===== src/rtl/ones_count_accumulator.sv =====
// Frame accumulator: sums FRAME_LEN 4-bit ones counts, then flags majority and overflow.
// Define ACC_SAT_EN to clamp the sum at full scale; the default build wraps it modulo 2^ACC_W.
module ones_count_accumulator #(
  parameter int unsigned FRAME_LEN = 16,
  parameter int unsigned ACC_W     = 8
) (
  input  logic             clk,
  input  logic             rst_n,
  input  logic             in_valid,
  output logic             in_ready,
  input  logic [3:0]       in_cnt,
  output logic             out_valid,
  input  logic             out_ready,
  output logic [ACC_W-1:0] out_sum,
  output logic             out_major,
  output logic             out_ovf
);

  // Wide enough for both 2*sum and the 15*FRAME_LEN threshold (at most 3825).
  localparam int unsigned      MAJ_W    = (ACC_W + 1 > 12) ? ACC_W + 1 : 12;
  localparam logic [MAJ_W-1:0] MAJ_THR  = MAJ_W'(15 * FRAME_LEN);
  localparam logic [7:0]       LAST_IDX = 8'(FRAME_LEN - 1);

  typedef enum logic [1:0] {StIdle, StAccum, StDone} state_e;

  state_e           r_state, w_state_nxt;
  logic [ACC_W-1:0] r_sum, w_sum_nxt, w_base;
  logic [7:0]       r_beats, w_beats_nxt;
  logic             r_ovf, w_ovf_nxt;
  logic [ACC_W-1:0] r_out_sum;
  logic             r_out_major, r_out_ovf;
  logic             w_accept, w_first, w_last, w_carry;
  logic [ACC_W:0]   w_add;
  logic [MAJ_W-1:0] w_sum_x2;

  assign w_accept = in_valid && (r_state != StDone);
  assign w_first  = (r_state == StIdle);

  // The first beat of a frame starts from zero, which also drops a stale overflow flag.
  assign w_base  = w_first ? '0 : r_sum;
  assign w_add   = {1'b0, w_base} + (ACC_W + 1)'(in_cnt);
  assign w_carry = w_add[ACC_W];

`ifdef ACC_SAT_EN
  // Once clamped, every later add carries again (or adds 0), so the sum stays at full scale.
  assign w_sum_nxt = w_carry ? {ACC_W{1'b1}} : w_add[ACC_W-1:0];
`else
  assign w_sum_nxt = w_add[ACC_W-1:0];
`endif

  assign w_ovf_nxt   = w_carry | (~w_first & r_ovf);
  assign w_beats_nxt = w_first ? 8'd1 : r_beats + 8'd1;
  assign w_last      = w_first ? (FRAME_LEN == 1) : (r_beats == LAST_IDX);
  assign w_sum_x2    = MAJ_W'(w_sum_nxt) << 1;

  always_ff @(posedge clk or negedge rst_n) begin
    if (!rst_n) begin
      r_state <= StIdle;
    end else begin
      r_state <= w_state_nxt;
    end
  end

  always_comb begin
    w_state_nxt = r_state;
    in_ready    = 1'b1;
    out_valid   = 1'b0;
    unique case (r_state)
      StIdle, StAccum: begin
        if (w_accept) begin
          w_state_nxt = w_last ? StDone : StAccum;
        end
      end
      StDone: begin
        in_ready  = 1'b0;
        out_valid = 1'b1;
        if (out_ready) begin
          w_state_nxt = StIdle;
        end
      end
      default: w_state_nxt = StIdle;
    endcase
  end

  always_ff @(posedge clk or negedge rst_n) begin
    if (!rst_n) begin
      r_sum       <= '0;
      r_beats     <= '0;
      r_ovf       <= 1'b0;
      r_out_sum   <= '0;
      r_out_major <= 1'b0;
      r_out_ovf   <= 1'b0;
    end else begin
      if (w_accept) begin
        r_sum   <= w_sum_nxt;
        r_beats <= w_beats_nxt;
        r_ovf   <= w_ovf_nxt;
      end
      // Result registers are loaded with the last beat folded in and zeroed when DONE is left.
      if (w_accept && w_last) begin
        r_out_sum   <= w_sum_nxt;
        r_out_major <= (w_sum_x2 > MAJ_THR);
        r_out_ovf   <= w_ovf_nxt;
      end else if ((r_state == StDone) && out_ready) begin
        r_out_sum   <= '0;
        r_out_major <= 1'b0;
        r_out_ovf   <= 1'b0;
      end
    end
  end

  assign out_sum   = r_out_sum;
  assign out_major = r_out_major;
  assign out_ovf   = r_out_ovf;

endmodule


===== config.mk =====
export PLATFORM = sky130hd
export DESIGN_NAME = ones_count_accumulator
export DESIGN_NICKNAME = d
export VERILOG_FILES = /design/src/rtl/ones_count_accumulator.sv
export SDC_FILE = /design/constraint.sdc
export NUM_CORES = 1
export LEC_CHECK = 0
export ABC_AREA = 1
export CAP_MARGIN = 20
export CELL_PAD_IN_SITES_DETAIL_PLACEMENT = 2
export CELL_PAD_IN_SITES_GLOBAL_PLACEMENT = 2
export CORE_ASPECT_RATIO = 0.9
export CORE_MARGIN = 1.5
export CORE_UTILIZATION = 34
export CTS_CLUSTER_DIAMETER = 150
export CTS_CLUSTER_SIZE = 40
export DETAILED_ROUTE_END_ITERATION = 6
export PLACE_DENSITY_LB_ADDON = 0.3
export SETUP_SLACK_MARGIN = 0.5
export SLEW_MARGIN = 25
export SYNTH_ARGS = -nofsm -noshare
export SYNTH_HDL_FRONTEND = slang
export SYNTH_SLANG_ARGS = --single-unit

===== constraint.sdc =====
create_clock -name clk -period 3.86 [get_ports clk]
set_input_delay 0.386 -clock clk [delete_from_list [all_inputs] [get_ports clk]]
set_output_delay 0.386 -clock clk [all_outputs]
set_load 0.05 [all_outputs]

==> metrics.md, run 1 <==
| Metric | Value |
|---|---|
| Mapped Nets | `214` |
| Cells after Synth | `200` |
| Post-DP HPWL | `3530 µm` |
| Total track usage | `23.0%` |
| Synth warn | `0` |
| Vias per std cell | `4.98` |
| Crit Path Category | `reg2reg` |
| Initial core utilization | `35.0%` |
| Nets@finish | `240` |
| Vias in the first global route | `1663` |
| Max Cap Viol | `0` |
| Cell row count | `23` |
| # diodes | `0` |
| Yosys top cell area share | `46.7%` |
| TritonCTS clock tree | `done` |
| Depth of the CTS H-tree | `2` |
| Final slew viol count | `0` |
| First-pass GRT wire length | `8270 µm` |
| Least-Margin Pin Slew | `526 ps` |
| Predominant post-synthesis flop cell | `dfrtp_1` |
| Synth top cells by count | `55 x nand2_1, 29 x dfrtp_1, 28 x inv_1` |
| Vias | `1439` |
| Synth async-reset ratio | `100%` |
| Fin crit share | `62.5%` |
| IO Count | `20` |
| DRT antenna net count | `0` |
| Worst reg2reg path startpoint | `r_state[0]` |
| Worst r2r dst | `out_major` |
| Largest area contributor in the netlist | `dfrtp_1` |
| Post-synth EDFFs | `0` |
| Latest clock arrival within the worst-skew pair | `290 ps` |
| Final-report setup violation count | `0` |
| Footprint of the multi-input gates | `703 µm²` |
| Largest net degree at the start of global routing | `24` |
| Share of layout cells above drive strength 1 | `between 10% and 20%` |
| Min Hold Slack | `66.9 ps` |
| Power per cell area | `between 700 and 800 mW/mm²` |
| Root Driver | `clkbuf_8` |
| Pleak | `0.956 nW` |
| GPL Wtd Cong | `0.820` |
| Unrepaired setup endpoints after global routing | `false` |
| Setup TNS | `0 ps` |
| Worst r2r path cells | `11` |
| HP Class | `in2async` |
| Initial DRT Pass Iterations | `4` |
| DRT iter0 DRCs | `61` |
| Worst endpoint data arrival time | `2630 ps` |
| Setup Buffers After CTS | `0` |
| Post-synthesis sequential area ratio | `46.7%` |
| Core Area | `about 0.0044 mm²` |
| Port Buf Inserts | `19` |
| Register area | `about 730 µm²` |
| Final hold violations | `0` |
| DR DRC count | `0` |
| Yosys cell types | `24` |
| Flop-to-flop setup slack | `1450 ps` |
| Fillers | `534` |
| Clock sink total | `29` |
| Seq cells post-synth | `29` |
| Full die area | `0.00498 mm²` |
| Fmax | `between 0.4 and 0.5 GHz` |
| Max transition margin | `65.0%` |
| Crit end category | `flop` |
| Initial antenna violation count | `0` |
| Hold-fix buffers, CTS | `0` |
| Count leader, synth | `nand2_1` |
| Startpoint types | `flop` |
| Grt total ovfl | `0` |
| Reg clk slew, reported paths | `~70 ps` |
| Synth area leaders | `dfrtp_1 47%, nand2_1 13%, inv_1 6.8%` |
| Avg WL per Cell | `between 15 and 20 µm` |
| Skew final | `2.30 ps` |
| Cts repair resizes | `0` |
| CP Data Required Time | `4080 ps` |
| Mean Syn Cell Area | `7.76 µm²` |
| P&R area growth vs syn | `24.9%` |
| Post-Syn Area | `0.00155 mm²` |
| Die Y | `~67 µm` |
| Die width | `about 74 µm` |
| Status | `complete, no violations` |
| Maximum vdd drop | `297 µV` |
| Routed WL | `between 4000 and 5000 µm` |
| Minimum clock period | `2410 ps` |
| Maximum fanout along the worst path | `7` |
| Clock Path Buffers | `2` |
| CTS buffer count | `5` |
-- area by class of cell --
| type | count | share of cell area (%) |
|---|---|---|
| clock buffers | 6 | 4.26 |
| clock inverters | 2 | 1.94 |
| inverters | 32 | 6.19 |
| multi-input cells | 138 | 36.3 |
| flip-flops and latches | 29 | 37.4 |
| well taps | 62 | 4.00 |
| repair buffers | 20 | 9.94 |
-- worst max-delay path by stage --
stage	startpoint	endpoint
2_1_floorplan	r_state[0]	r_sum[5]
3_3_place_gp	r_state[0]	out_sum[5]
3_5_place_dp	in_cnt[0]	out_major
4_1_cts	r_state[0]	out_major
5_1_grt	r_state[0]	out_major
6_report	r_state[0]	out_major
-- placed cells by master (no fill, tap or decap), types with 2 or more instances in the layout --
cell type        netlist  final
a21oi_1                7      7
clkbuf_8               0      6
clkdlybuf4s50_1        0     18
dfrtp_1               29     29
ha_1                   5      5
inv_1                 28     28
inv_2                  3      3
nand2_1               55     55
nand3_1               17     17
nand3_2                2      2
nor2_1                19     19
nor2_2                 3      3
o21ai_0               18     18
o22ai_1                2      2
-- kinds of logic after synthesis --
family / count (synthesis) / synth area share (%)
and+or+nand+nor: 104 / 30.5
buffers and inverters: 33 / 7.98
DFF: 29 / 46.7
AOI/OAI and AO/OA: 27 / 8.86
adders and majority gates: 6 / 5.32
xor gates and xnor gates: 1 / 0.564
-- worst max-delay path: stages (launching register included) --
cell and delay, ps:
dfrtp_1 460, nor2_2 370, nor2_1 140, ha_1 340, or2_2 330, nand2_1 80
nand2_1 50, nand2_1 120, nand3_1 130, nor2_1 130, nand3_1 90, nand3_1 100
-- metrics by stage --
| stage | utilization, % | instances | power, mW | instance area (µm²) | worst slack (ps) |
|---|---|---|---|---|---|
| 2_1_floorplan | - | 200 | 0.945 | 1550 | 1970 |
| 3_3_place_gp | 41.2 | 281 | 1.12 | 1820 | 1610 |
| 3_5_place_dp | 41.1 | 281 | 1.17 | 1820 | 1430 |
| 4_1_cts | 43.8 | 289 | 1.54 | 1940 | 1420 |
| 5_1_grt | 43.8 | 289 | 1.64 | 1940 | 1250 |
| 6_report | 43.8 | 289 | 1.52 | 1940 | 1450 |
-- sequential cells by signal, summed over array words and instances, names as in the netlist --
signal and cells:
out_sum 8, out_major 1, r_ovf 1, r_beats 8, r_sum 8, r_state 2, out_ovf 1
-- report_power, final --
group	leakage (nW)	switching, mW	internal [mW]
logic	0.524	0.476	0.220
registers	0.374	0.0745	0.413
clock network	0.0574	0.127	0.210
total	0.956	0.678	0.843
-- layer usage --
metal	vias up	GRT usage (%)	wire, µm
met5	-	0	0
met4	0	8.41	114
met3	10	5.75	146
met2	27	42.4	2560
met1	723	25.3	1990
li1	679	-	-
No activity file was read; power rests on OpenSTA's default activity.
==> inputs of run 2 (changes only) <==
CORE_UTILIZATION = 31   (was 34)
clock period = 2.4 ns   (was 3.86 ns; I/O delays follow)
==> run 2 against run 1 <==
Compared with the run above: first-iteration DRC count down 48%; flip-flop and latch count unchanged; utilization down 1.7 points; critical endpoint unchanged; highest routed layer unchanged.
==> metrics.md, run 2 (synthesis gave the netlist of run 1 again) <==
| Metric | Value |
|---|---|
| Root Driver | `clkbuf_8` |
| Depth of the CTS H-tree | `2` |
| Cell row count | `24` |
| Pint | `approximately 1.4 mW` |
| Vias per std cell | `4.77` |
| Psw | `1.10 mW` |
| Largest net degree at the start of global routing | `30` |
| Clock power frac | `18.3%` |
| Fin cells | `297` |
| Minimum clock period | `2040 ps` |
| Footprint of the multi-input gates | `766 µm²` |
| Flop-to-flop setup slack | `360 ps` |
| Most common cell after layout, fill and taps aside | `nand2_1` |
| Fin crit share | `84.9%` |
| CP Data Required Time | `2560 ps` |
| Crit Path Category | `reg2reg` |
| GPL Wtd Cong | `0.797` |
| DRT iter0 DRCs | `32` |
| Min Hold Slack | `between 300 and 400 ps` |
| Overall power | `2.47 mW` |
| Die Y | `70.1 µm` |
| Max Cap Viol | `0` |
| Latest clock arrival within the worst-skew pair | `between 200 and 300 ps` |
| DR DRC count | `0` |
| CP max-delay cell | `dfrtp_1` |
| Fillers | `555` |
| DRT antenna net count | `0` |
| Status | `complete, no violations` |
| Crit-path max cell delay | `about 420 ps` |
| Leading cell types in the layout, fill and taps excluded | `48 x nand2_1, 28 x dfrtp_1, 26 x inv_1` |
| TritonCTS clock tree | `done` |
| Share of total power in sequential cells | `between 30% and 40%` |
| # diodes | `0` |
| Reg clk slew, reported paths | `about 60 ps` |
| Full die area | `~0.0054 mm²` |
| P&R area growth vs syn | `30.9%` |
| IO Count | `20` |
| Vias in the first global route | `around 1600` |
| Hold-fix buffers, CTS | `0` |
| Nets@finish | `245` |
| Max transition margin | `around 66%` |
| Worst-path cell chain | `nor2_4 > nor2_2 > ha_2 > inv_2 > fa_2 > inv_2 > nand3_2 > nand2_2 > nand3b_1 > nand2_2 > nor2_1 > nand3_1 > nand3_1` |
| Grt total ovfl | `0` |
| Comb power frac | `between 50% and 60%` |
| Final-report setup violation count | `0` |
| Worst endpoint data arrival time | `2200 ps` |
| Die width | `77.6 µm` |
| Avg WL per Cell | `14.9 µm` |
| Share of layout cells above drive strength 1 | `19.8%` |
| Initial core utilization | `between 30% and 40%` |
| Unrepaired setup endpoints after global routing | `true` |
| Clock Path Buffers | `2` |
| Power per cell area | `1220 mW/mm²` |
| Clock sink total | `29` |
| Skew final | `between 6 and 7 ps` |
| Total track usage | `around 18%` |
| Initial antenna violation count | `0` |
| Core Area | `0.00483 mm²` |
| Initial DRT Pass Iterations | `4` |
| Post-DP HPWL | `3240 µm` |
| Port Buf Inserts | `19` |
| HP Class | `in2async` |
| Vias | `1418` |
| Fmax | `between 0.4 and 0.5 GHz` |
| Final hold violations | `0` |
| Startpoint types | `flop` |
| Final slew viol count | `0` |
| Switch share | `between 40% and 50%` |
| Routed WL | `4430 µm` |
| Maximum vdd drop | `461 µV` |
| Setup TNS | `0 ps` |
| Least-Margin Pin Slew | `507 ps` |
| Maximum fanout along the worst path | `3` |
| Placed Instances | `between 200 and 300` |
| Post-route cell area | `0.00203 mm²` |
| DP Area | `0.00184 mm²` |
| CTS buffer count | `5` |
| First-pass GRT wire length | `7600 µm` |
| Pleak | `~1 nW` |
| Crit end category | `flop` |
| Register area | `just over 700 µm²` |
run 2: cell type report:
cell class	instances	share of cell area [%]
tap	65	4.00
sequential	29	35.8
clock inverter	1	0.246
inverter	32	5.91
multi-input combinational	138	37.7
clock buffer	7	4.74
timing repair buffer	25	11.6
run 2: repair_timing:
item | 4_1_cts | 5_1_grt
resized for setup | 17 | 13
endpoints found under the setup margin | 13 | 11
gates cloned | 0 | 0
pin swaps | 6 | 9
buffers inserted | 3 | 1
run 2: layer usage:
layer | global-route usage, % | share of wire [%] | vias up
met5 | 0 | 0 | -
met4 | 3.03 | 0.63 | 0
met3 | 4.44 | 2.9 | 4
met2 | 31.8 | 51 | 20
met1 | 22.2 | 45 | 695
li1 | - | - | 699
run 2: power by group through the flow:
stage          Sequential (mW)  Clock, mW  Combinational, mW
3_3_place_gp             0.778          0               1.07
3_5_place_dp             0.788          0               1.10
5_1_grt                  0.801      0.483               1.37
4_1_cts                  0.779      0.458               1.20
6_report                 0.779      0.453               1.24
2_1_floorplan            0.962          0              0.559
run 2: stage by stage:
| stage | setup slack [ps] | utilization, % |
|---|---|---|
| after floorplan | 512 | - |
| after global placement | 277 | 38.0 |
| after detailed placement | 191 | 38.0 |
| after CTS | 359 | 41.4 |
| after global routing | 241 | 42.0 |
| final | 364 | 42.0 |
run 2: final timing paths:
path,from,to,cells past startpoint
worst min-delay path,rst_n,r_sum[4],2
worst max-delay path,r_state[1],out_major,13
min in group clk,out_sum[3],out_sum[3],2
max in group asynchronous,rst_n,r_state[0],2
worst max register to register,r_state[1],out_major,13
worst min register to register,out_sum[3],out_sum[3],2
run 2: critical path, delay by kind of cell (launching register included):
family,cells,cell delay (ps)
AND/OR/NAND/NOR,9,810
adder cells (fa/ha/maj),2,580
flip-flops,1,420
buffers and inverters,2,120
